## src/rtl/mc_minmax_scheduler_if.sv

```systemverilog
// Valid/ready stream bundle for mc_minmax_scheduler: sample input side and result output side.
// The master modport drives samples and accepts results; the slave modport is the scheduler.
interface mc_minmax_scheduler_if #(
   parameter int unsigned WIDTH = 4,
   parameter int unsigned IDX_W = 4
);
   logic             in_valid;
   logic             in_ready;
   logic [WIDTH-1:0] in_data;
   logic             out_valid;
   logic             out_ready;
   logic [WIDTH-1:0] max_val;
   logic [WIDTH-1:0] min_val;
   logic [IDX_W-1:0] max_idx;
   logic [IDX_W-1:0] min_idx;
   logic             all_equal;

   modport master (
      output in_valid,
      output in_data,
      output out_ready,
      input  in_ready,
      input  out_valid,
      input  max_val,
      input  min_val,
      input  max_idx,
      input  min_idx,
      input  all_equal
   );

   modport slave (
      input  in_valid,
      input  in_data,
      input  out_ready,
      output in_ready,
      output out_valid,
      output max_val,
      output min_val,
      output max_idx,
      output min_idx,
      output all_equal
   );
endinterface

```

## src/rtl/mc_minmax_scheduler.sv

```systemverilog
// Frame min/max tracker: one shared unsigned comparator, used first against the running
// maximum and then against the running minimum for every sample after the first.
module mc_minmax_scheduler #(
   parameter int unsigned WIDTH     = 4,
   parameter int unsigned FRAME_LEN = 8,
   parameter int unsigned IDX_W     = 4
) (
   input  logic                  i_clk,
   input  logic                  i_rst_n,
   input  logic                  i_start,
   output logic                  o_busy,
   mc_minmax_scheduler_if.slave  bus
);

   localparam int unsigned CNT_W = $clog2(FRAME_LEN + 1);

   typedef enum logic [2:0] {
      StIdle,
      StWait,
      StCmpMax,
      StCmpMin,
      StDone
   } state_e;

   state_e           r_state, w_state_d;
   logic [CNT_W-1:0] r_count, w_count_d;
   logic [WIDTH-1:0] r_sample, w_sample_d;
   logic [IDX_W-1:0] r_index, w_index_d;
   logic [WIDTH-1:0] r_max, w_max_d;
   logic [WIDTH-1:0] r_min, w_min_d;
   logic [IDX_W-1:0] r_max_idx, w_max_idx_d;
   logic [IDX_W-1:0] r_min_idx, w_min_idx_d;
   logic             r_all_eq, w_all_eq_d;

   // Single shared comparator; operand B follows the phase of the schedule.
   logic [WIDTH-1:0] w_opa;
   logic [WIDTH-1:0] w_opb;
   logic             w_gt;
   logic             w_eq;
   logic             w_lt;

   assign w_opa = r_sample;
   assign w_opb = (r_state == StCmpMin) ? r_min : r_max;
   assign w_gt  = (w_opa > w_opb);
   assign w_eq  = (w_opa == w_opb);
   assign w_lt  = (w_opa < w_opb);

   always_ff @(posedge i_clk or negedge i_rst_n) begin
      if (!i_rst_n) begin
         r_state   <= StIdle;
         r_count   <= '0;
         r_sample  <= '0;
         r_index   <= '0;
         r_max     <= '0;
         r_min     <= '0;
         r_max_idx <= '0;
         r_min_idx <= '0;
         r_all_eq  <= 1'b0;
      end else begin
         r_state   <= w_state_d;
         r_count   <= w_count_d;
         r_sample  <= w_sample_d;
         r_index   <= w_index_d;
         r_max     <= w_max_d;
         r_min     <= w_min_d;
         r_max_idx <= w_max_idx_d;
         r_min_idx <= w_min_idx_d;
         r_all_eq  <= w_all_eq_d;
      end
   end

   always_comb begin
      w_state_d   = r_state;
      w_count_d   = r_count;
      w_sample_d  = r_sample;
      w_index_d   = r_index;
      w_max_d     = r_max;
      w_min_d     = r_min;
      w_max_idx_d = r_max_idx;
      w_min_idx_d = r_min_idx;
      w_all_eq_d  = r_all_eq;

      unique case (r_state)
         StIdle: begin
            if (i_start) begin
               w_state_d = StWait;
               w_count_d = '0;
            end
         end

         StWait: begin
            if (bus.in_valid) begin
               w_sample_d = bus.in_data;
               w_index_d  = IDX_W'(r_count);
               // Sample 0 seeds the result registers directly, no comparator pass needed.
               if (r_count == '0) begin
                  w_max_d     = bus.in_data;
                  w_min_d     = bus.in_data;
                  w_max_idx_d = '0;
                  w_min_idx_d = '0;
                  w_all_eq_d  = 1'b1;
                  w_count_d   = CNT_W'(1);
               end else begin
                  w_state_d = StCmpMax;
               end
            end
         end

         StCmpMax: begin
            if (w_gt) begin
               w_max_d     = r_sample;
               w_max_idx_d = r_index;
            end
            if (!w_eq) begin
               w_all_eq_d = 1'b0;
            end
            w_state_d = StCmpMin;
         end

         StCmpMin: begin
            if (w_lt) begin
               w_min_d     = r_sample;
               w_min_idx_d = r_index;
            end
            w_count_d = r_count + CNT_W'(1);
            w_state_d = (r_count == CNT_W'(FRAME_LEN - 1)) ? StDone : StWait;
         end

         StDone: begin
            if (bus.out_ready) begin
               w_state_d = StIdle;
            end
         end

         default: begin
            w_state_d = StIdle;
         end
      endcase
   end

   assign bus.in_ready  = (r_state == StWait);
   assign bus.out_valid = (r_state == StDone);
   assign bus.max_val   = r_max;
   assign bus.min_val   = r_min;
   assign bus.max_idx   = r_max_idx;
   assign bus.min_idx   = r_min_idx;
   assign bus.all_equal = r_all_eq;
   assign o_busy        = (r_state != StIdle);

endmodule

```

## src/flat_wrapper.sv

```systemverilog
// flat-port wrapper written by rule: the top's interface ports become plain ports
module mc_minmax_scheduler_flat 
#(
   parameter int unsigned WIDTH     = 4,
   parameter int unsigned FRAME_LEN = 8,
   parameter int unsigned IDX_W     = 4
)
  (i_clk, i_rst_n, i_start, o_busy, bus_in_valid, bus_in_data, bus_out_ready, bus_in_ready, bus_out_valid, bus_max_val, bus_min_val, bus_max_idx, bus_min_idx, bus_all_equal);
  mc_minmax_scheduler_if #(.WIDTH(WIDTH), .IDX_W(IDX_W)) bus_i ();
  input  logic i_clk;
  input  logic i_rst_n;
  input  logic i_start;
  output logic o_busy;
  input wire logic [$bits(bus_i.in_valid)-1:0] bus_in_valid;
  input wire logic [$bits(bus_i.in_data)-1:0] bus_in_data;
  input wire logic [$bits(bus_i.out_ready)-1:0] bus_out_ready;
  output wire logic [$bits(bus_i.in_ready)-1:0] bus_in_ready;
  output wire logic [$bits(bus_i.out_valid)-1:0] bus_out_valid;
  output wire logic [$bits(bus_i.max_val)-1:0] bus_max_val;
  output wire logic [$bits(bus_i.min_val)-1:0] bus_min_val;
  output wire logic [$bits(bus_i.max_idx)-1:0] bus_max_idx;
  output wire logic [$bits(bus_i.min_idx)-1:0] bus_min_idx;
  output wire logic [$bits(bus_i.all_equal)-1:0] bus_all_equal;
  assign bus_i.in_valid = bus_in_valid;
  assign bus_i.in_data = bus_in_data;
  assign bus_i.out_ready = bus_out_ready;
  assign bus_in_ready = bus_i.in_ready;
  assign bus_out_valid = bus_i.out_valid;
  assign bus_max_val = bus_i.max_val;
  assign bus_min_val = bus_i.min_val;
  assign bus_max_idx = bus_i.max_idx;
  assign bus_min_idx = bus_i.min_idx;
  assign bus_all_equal = bus_i.all_equal;
  mc_minmax_scheduler #(.WIDTH(WIDTH), .FRAME_LEN(FRAME_LEN), .IDX_W(IDX_W)) u_core (.i_clk(i_clk), .i_rst_n(i_rst_n), .i_start(i_start), .o_busy(o_busy), .bus(bus_i));
endmodule
```

## config.mk

```make
export PLATFORM = sky130hd
export DESIGN_NAME = mc_minmax_scheduler_flat
export DESIGN_NICKNAME = d
export VERILOG_FILES = /design/src/rtl/mc_minmax_scheduler_if.sv /design/src/rtl/mc_minmax_scheduler.sv /design/src/flat_wrapper.sv
export SDC_FILE = /design/constraint.sdc
export NUM_CORES = 1
export LEC_CHECK = 0
export CORE_ASPECT_RATIO = 1.4
export CORE_MARGIN = 10
export CORE_UTILIZATION = 59
export CTS_BUF_LIST = sky130_fd_sc_hd__clkbuf_2 sky130_fd_sc_hd__clkbuf_4 sky130_fd_sc_hd__clkbuf_8
export DETAILED_ROUTE_END_ITERATION = 6
export GPL_ROUTABILITY_DRIVEN = 0
export HOLD_SLACK_MARGIN = 0.02
export PLACE_DENSITY = 0.94
export SLEW_MARGIN = 20
export SYNTH_ARGS = -nofsm -noshare
export SYNTH_HDL_FRONTEND = slang
export SYNTH_SLANG_ARGS = --single-unit
```

## constraint.sdc

```tcl
create_clock -name i_clk -period 6.85 [get_ports i_clk]
set_input_delay 2.055 -clock i_clk [delete_from_list [all_inputs] [get_ports i_clk]]
set_output_delay 2.055 -clock i_clk [all_outputs]
set_load 0.01 [all_outputs]
```

# Yosys cells after proc, flatten, opt, wreduce, memory -nomap -nowiden
# Index checks and enable logic that the tools add are counted.
# word_totals
out_inout_bits	20
input_bits	9
reg_bits	32
# op_classes
add_sub_neg	1
n_mux	27
order_cmp	2
eq_ne	14
reduce_logical	12
# op_table
cell	count
2-to-1 mux 4 bit	12
one-hot mux 4 bit (2 select lines)	4
AND reduction 4 bit	5
2-to-1 mux 3 bit	5
one-hot mux 3 bit (5 select lines)	1
one-hot mux 4 bit (3 select lines)	1
inequality test 2 bit, second input constant	5
equality test 3 x 2 -> 1 bit, second input constant	2
inequality test 2 x 1 -> 1 bit, second input constant	3
nonzero test 3 bit	2
adder 4 x 1 -> 4 bit, second input constant	1
equality test 4 x 3 -> 1 bit, second input constant	1
equality test 4 bit	1
> comparator 4 bit	1
logical NOT 4 bit	1
less-than comparator 4 bit	1
nonzero test 2 bit	2
equality test 3 x 1 -> 1 bit, second input constant	1
equality test 3 bit, second input constant	1
logical NOT 3 bit	1
2-to-1 mux 1 bit	3
one-hot mux 1 bit (2 select lines)	1
AND reduction 2 bit	1

# Logic depth before layout (Yosys ltp)
# Gate-level depths: netlist (run 1).
# depth
ltp_word	5
mapped_depth	11

# Worst setup path before layout (run 1)
# No wires, ideal clock.
# synth_timing
path_type	input to register
startpoint	input port bus_in_valid
endpoint	register u_core.r_min_idx[0] (netlist: u_core.bus.min_idx[0])
t_arrival_ps	3207
n_path_buf	2
setup_slack_ps	3518
path_stages	6
setup_time_ps	125
path_cell_list	nor4bb_1 buf_4 and2_4 buf_6 a31oi_4 mux2_2
# synth_between
elab_chain_cells	2
# synth_lines
item	line_no	rtl
start, declared	flat_wrapper.sv:14	input wire logic [$bits(bus_i.in_valid)-1:0] bus_in_valid;
inequality test 2 bit (no line)	-	
AND reduction 4 bit (no line)	-	
end signal, assigned	mc_minmax_scheduler.sv:67	r_min_idx <= w_min_idx_d;
end, declared	mc_minmax_scheduler.sv:32	logic [IDX_W-1:0] r_min_idx, w_min_idx_d;
# Every way passes these cells.
# A chain may end at the register's enable or synchronous reset.

# Final worst setup path (run 1)
# layout_timing
startpoint	register u_core.r_state[2]
endpoint	output port bus_out_valid
# layout_between
elab_chain_cells	1
# layout_lines
item	line_no	rtl
start, declared	mc_minmax_scheduler.sv:25	state_e r_state, w_state_d;
start signal, assigned	mc_minmax_scheduler.sv:50	r_state <= StIdle;
start signal, assigned	mc_minmax_scheduler.sv:60	r_state <= w_state_d;
equality test 3 bit	mc_minmax_scheduler.sv:142	assign bus.out_valid = (r_state == StDone);
end, declared	flat_wrapper.sv:18	output wire logic [$bits(bus_i.out_valid)-1:0] bus_out_valid;
# Every way passes these cells.

==> flow_summary_export.csv, run 1 <==
group,metric,value,unit
route,drc,0,
timing,final_max_slew_viol_count,0,
critical_path,crit_fanout,8,
critical_path,cp-end-kind,"output pin",
grt,antenna_found_initial,0,
yosys,synth-edff-count,0,
power_and_ir_drop,pwr_density_cell,423,nW/um2
floorplan,fp-row-count,23,
timing,tightestPinTransition,0.756,ns
route,num_vias,1323,
route,drt_wl_total,3840,um
timing,rsz0062_at_grt,"no",
clock_network,cts_tree,"yes",
yosys,synth_mux_area_frac,0.138,
timing,min_period_over_period,0.566,
clock_network,cts_buffer_depth,2,
final_layout,final.fill_count,202,
yosys,synthArstFlopShare,1.00,
final_layout,layout.nets,209,
final_layout,area_growth,21.6,%
critical_path,critPathRequiredTime,4.80,ns
timing,min_period,3.87,ns
timing,fin_worst_skew,0.00493,ns
timing,hold_violations,0,
route,vias_per_cell,5.73,
grt,grt_start_max_net_pins,33,
yosys,ys_seq_elements,32,
clock_network,clk_latency,0.29,ns
hold_path,hold_path.class,"flop to flop",
yosys,ys.flop_type,"dfrtp_1",
hold_path,holdPathEnd,"u_core.bus.all_equal",
grt,gr-total-overflow,0,
floorplan,core,2850,um2
power_and_ir_drop,p_leak,0.946,nW
final_layout,n_antenna_cell,0,
yosys,synth-xor-area-share,0.00504,
critical_path,r2r_end,"u_core.bus.min_idx[0]",
grt,grt_pass1_vias,1424,
yosys,netlist-cell-type-count,40,
placed_design,portBuffers,28,
final_layout,drive_gt1_frac,0.139,
route,first_pass_iters,4,
hold_path,hp-start,"u_core.bus.all_equal",
yosys,synthSimpleGateAreaFrac,0.166,
floorplan,die-area,5540,um2
route,wl_per_cell,16.6,um
yosys,synth_warnings,0,
yosys,syn_area_per_cell,10.4,um2
clock_network,clk_pin_slew,0.06,ns
final_layout,final_common_cell,"dfrtp_1",
timing,fin_tns_setup,0,ns
route,drt_iter0_markers,53,
hold_path,min_path_cells,1,
grt,grt_usage,0.152,
yosys,synthAdderAreaFrac,0.0432,
yosys,syn_nets,182,
floorplan,start_util,0.610,
floorplan,io_pins,29,
clock_network,cts_max_level,2,
yosys,postSynthCellCount,167,
placed_design,post-dp-hpwl,2910,um
job,drv_cap,0,
yosys,ys_seq_area_frac,0.461,
clock_network,cts_inserted_buffers,5,
route,ant_nets,0,
run_status,status,"complete, no violations",
clock_network,cts-root-buf,"clkbuf_8",
clock_network,ctsResizeCount,0,
critical_path,crit_arrival,1.82,ns
floorplan,fp.dieW,65.9,um
final_layout,ff_latch_area,801,um2
critical_path,crit_type,"flop to output pin",
grt,grt_pass1_wl,6410,um
timing,final-setup-viol-count,0,
yosys,synth_compound_area_frac,0.133,
timing,fin_hold_ws,0.493,ns
final_layout,multi_input_area,858,um2
yosys,syn_area,1740,um2
critical_path,timing.rr.start,"u_core.r_state[1]",
critical_path,start_kind,"flop",
clock_network,hold_buffers,0,
power_and_ir_drop,total_power,0.893,mW
power_and_ir_drop,vdd_ir_drop_max,0.269,mV
timing,slew_headroom,0.494,
final_layout,mostFrequentLayoutCells,"dfrtp_1 (32), clkdlybuf4s50_1 (28), nand2_1 (19), o21ai_0 (12), mux2_2 (11)",
critical_path,r2r_setup_slack,3.80,ns
clock_network,cts.sinks,32,
critical_path,reg2reg_depth,7,
timing,clock.fmax,258,MHz
yosys,synth_top_family_by_area,"simple AND/OR/NAND/NOR gates",
floorplan,die_height,84.2,um
clock_network,post_cts_buffers,0,
## sequential cells by signal, indices dropped and copies added, names as in the netlist
name and cells:
u_core.bus.max_idx 4, u_core.bus.max_val 4, u_core.bus.min_idx 4, u_core.bus.min_val 4
u_core.r_count 4, u_core.r_index 4, u_core.r_sample 4, u_core.r_state 3
u_core.bus.all_equal 1
## final cells by class
type,count,area share
Clock inverter,1,0.00237
Multi-Input combinational cell,116,0.406
Inverter,10,0.0178
Tap cell,37,0.0219
Timing Repair Buffer,29,0.136
Sequential cell,32,0.379
Clock buffer,6,0.0361
## cell families after synthesis
family,count (synthesis)
flops,32
simple gates,55
mux,21
buf+inv,19
fa+ha+maj,6
compound gates,33
xor+xnor,1
## worst max path at each step
stage	endpoint	cells past startpoint	slack (ns)	start
floorplan	u_core.bus.min_idx[0]	6	3.52	bus_in_valid
global placement	u_core.bus.min_idx[2]	5	2.41	bus_in_valid
detailed placement	u_core.bus.max_val[2]	5	2.29	bus_in_valid
CTS	u_core.bus.max_val[2]	5	2.59	bus_in_valid
global route	bus_out_valid	3	2.81	u_core.r_state[2]
finish	bus_out_valid	3	2.98	u_core.r_state[2]
## synthesized netlist by cell type (2+ instances only)
cell      count  area (um2)
a211oi_1      5        37.5
a21oi_1       3        15.0
a22oi_1       5        37.5
buf_6         2        22.5
clkbuf_1      4        15.0
dfrtp_1      32         801
ha_1          6        75.1
inv_1        10        37.5
mux2_2       11         124
mux2_4        3        45.0
mux2i_1       7        70.1
nand2_1      19        71.3
nand2b_1      3        18.8
nand3_1       2        10.0
nand3b_1      2        15.0
nor2_1       10        37.5
nor2b_1       7        43.8
nor3_1        2        10.0
nor4bb_1      2        20.0
o21ai_0      12        60.1
## power by group
part | leakage (nW) | switching, mW | internal [mW] | total [mW]
Combinational | 0.502 | 0.212 | 0.222 | 0.433
Clock | 0.0445 | 0.0668 | 0.0728 | 0.140
Sequential | 0.399 | 0.0643 | 0.256 | 0.320
## metrics by stage
step | instance area [um2] | cells | util | setup WS (ns)
detailed placement | 2020 | 224 | 0.710 | 2.29
global route | 2110 | 231 | 0.741 | 2.81
finish | 2110 | 231 | 0.741 | 2.98
floorplan | 1740 | 167 | - | 3.52
CTS | 2100 | 231 | 0.738 | 2.59
global placement | 2020 | 224 | 0.710 | 2.41
## layer usage
layer  GRT usage  wire [um]  vias up
met5           0          0        -
met4      0.0938         91        0
met3      0.0731        284        8
met2       0.259       2070       31
met1       0.140       1390      652
li1            -          -      632
## critical path, stage by stage (launching register included)
cell	delay, ns
dfrtp_1	0.56
inv_1	0.14
nor3_1	0.23
clkdlybuf4s50_1	0.60
No activity file was read; power rests on OpenSTA's default activity.
==> inputs of run 2 (changes only) <==
Settings changed: CORE_UTILIZATION 59 to 49, PLACE_DENSITY 0.94 to 0.84.
Clock period 6.85 ns to 3.45 ns, I/O delays scaled along.
==> flow_summary_export.csv, run 2 (synthesis results as in run 1) <==
group,metric,value,unit
final_layout,final.fill_count,274,
clock_network,clk_pin_slew,0.06,ns
floorplan,die-area,6360,um2
clock_network,cts_tree,"yes",
power_and_ir_drop,switching_power,0.685,mW
timing,min_period,2.81,ns
final_layout,n_antenna_cell,0,
power_and_ir_drop,internal-power,1.11,mW
grt,grt_pass1_vias,1434,
power_and_ir_drop,total_power,1.80,mW
job,drv_cap,0,
clock_network,cts-root-buf,"clkbuf_8",
floorplan,io_pins,29,
timing,fin_hold_ws,0.489,ns
hold_path,hold_path.class,"flop to flop",
route,drt_wl_total,3900,um
final_layout,layout.nets,211,
placed_design,portBuffers,28,
clock_network,post_cts_buffers,0,
route,ant_nets,0,
clock_network,clk_latency,0.29,ns
floorplan,fp-row-count,25,
clock_network,cts_inserted_buffers,5,
final_layout,area_growth,22.8,%
floorplan,die_height,90.4,um
timing,hold_violations,0,
power_and_ir_drop,p_leak,0.959,nW
critical_path,crit_arrival,2.99,ns
route,drc,0,
grt,grt_usage,0.132,
timing,rsz0062_at_grt,"no",
timing,fin_worst_skew,0.00160,ns
route,wl_per_cell,16.4,um
timing,final-setup-viol-count,0,
route,drt_iter0_markers,36,
grt,grt_pass1_wl,6840,um
timing,fin_tns_setup,0,ns
floorplan,core,3410,um2
power_and_ir_drop,p_seq_frac,0.350,
critical_path,critPathRequiredTime,3.62,ns
timing,slew_headroom,0.611,
route,num_vias,1313,
timing,final_max_slew_viol_count,0,
timing,min_period_over_period,0.815,
clock_network,hold_buffers,0,
floorplan,fp.dieW,70.3,um
grt,grt_start_max_net_pins,33,
grt,antenna_found_initial,0,
clock_network,cts.sinks,32,
clock_network,cts_buffer_depth,2,
clock_network,cts_max_level,2,
timing,tightestPinTransition,0.581,ns
grt,gr-total-overflow,0,
critical_path,crit_type,"flop to flop",
critical_path,start_kind,"flop",
critical_path,crit_fanout,14,
critical_path,cp-end-kind,"flop",
power_and_ir_drop,combPwrFrac,0.484,
run_status,status,"complete, no violations",
floorplan,start_util,0.509,
route,vias_per_cell,5.54,
final_layout,drive_gt1_frac,0.152,
power_and_ir_drop,swShare,0.381,
final_layout,mostFrequentLayoutCells,"dfrtp_1 (32), clkdlybuf4s50_1 (28), nand2_1 (19), o21ai_0 (12), mux2_2 (11)",
final_layout,final_common_cell,"dfrtp_1",
clock_network,ctsResizeCount,0,
timing,clock.fmax,355,MHz
route,first_pass_iters,4,
power_and_ir_drop,power_frac_clock,0.166,
power_and_ir_drop,pwr_density_cell,842,nW/um2
power_and_ir_drop,vdd_ir_drop_max,0.570,mV
placed_design,post-dp-hpwl,3010,um
==> run 2: path summary, 6_finish.rpt <==
| kind | startpoint | end | slack, ns | cells after the start |
|---|---|---|---|---|
| setup / recovery | u_core.r_state[1] | u_core.bus.min_val[0] | 0.64 | 9 |
| hold / removal | u_core.bus.all_equal | u_core.bus.all_equal | 0.49 | 1 |
| setup reg to reg | u_core.r_state[1] | u_core.bus.min_val[0] | 0.64 | 9 |
| hold reg to reg | u_core.bus.all_equal | u_core.bus.all_equal | 0.49 | 1 |
| max in group asynchronous | i_rst_n | u_core.bus.min_val[2] | 2.02 | 2 |
| min in group asynchronous | i_rst_n | u_core.r_index[1] | 1.14 | 2 |
==> run 2: critical path, cell delays in order, from the launching register on <==
cell,delay (ns)
dfrtp_1,0.56
nand3b_1,0.40
buf_4,0.32
nand2_1,0.07
nand2_1,0.05
ha_1,0.18
nor2b_1,0.12
o211ai_1,0.18
a31oi_4,0.42
mux2_2,0.39
==> run 2: routing by layer <==
layer,share of wire,up-vias,global-route usage
met5,0,-,0
met4,0.022,0,0.0660
met3,0.069,7,0.0517
met2,0.54,34,0.236
met1,0.37,629,0.126
li1,-,643,-
==> run 2: final cells by class <==
cell class,instances,area [um2],area share
clock inverters,2,10.0,0.00469
multi-input cells,116,850,0.398
flip-flops and latches,32,801,0.375
inverters,10,37.5,0.0176
repair buffers,31,303,0.142
well taps,40,50.0,0.0235
clock buffers,6,82.6,0.0387
==> run 2: power by group through the flow <==
| stage | clock, mW | sequential, mW | combinational, mW |
|---|---|---|---|
| after global placement | 0 | 0.630 | 0.837 |
| after global routing | 0.326 | 0.655 | 0.956 |
| final | 0.297 | 0.630 | 0.869 |
| after detailed placement | 0 | 0.639 | 0.874 |
| after floorplan | 0 | 0.625 | 0.555 |
| after CTS | 0.302 | 0.632 | 0.876 |
==> run 2: metrics by stage <==
| stage | instance area (um2) | setup slack (ns) | std cells | utilization |
|---|---|---|---|---|
| after floorplan | 1740 | 0.923 | 167 | - |
| after global placement | 2040 | 0.745 | 229 | 0.599 |
| after detailed placement | 2040 | 0.547 | 229 | 0.599 |
| after CTS | 2130 | 0.650 | 237 | 0.626 |
| after global routing | 2130 | 0.476 | 237 | 0.626 |
| final | 2130 | 0.637 | 237 | 0.626 |
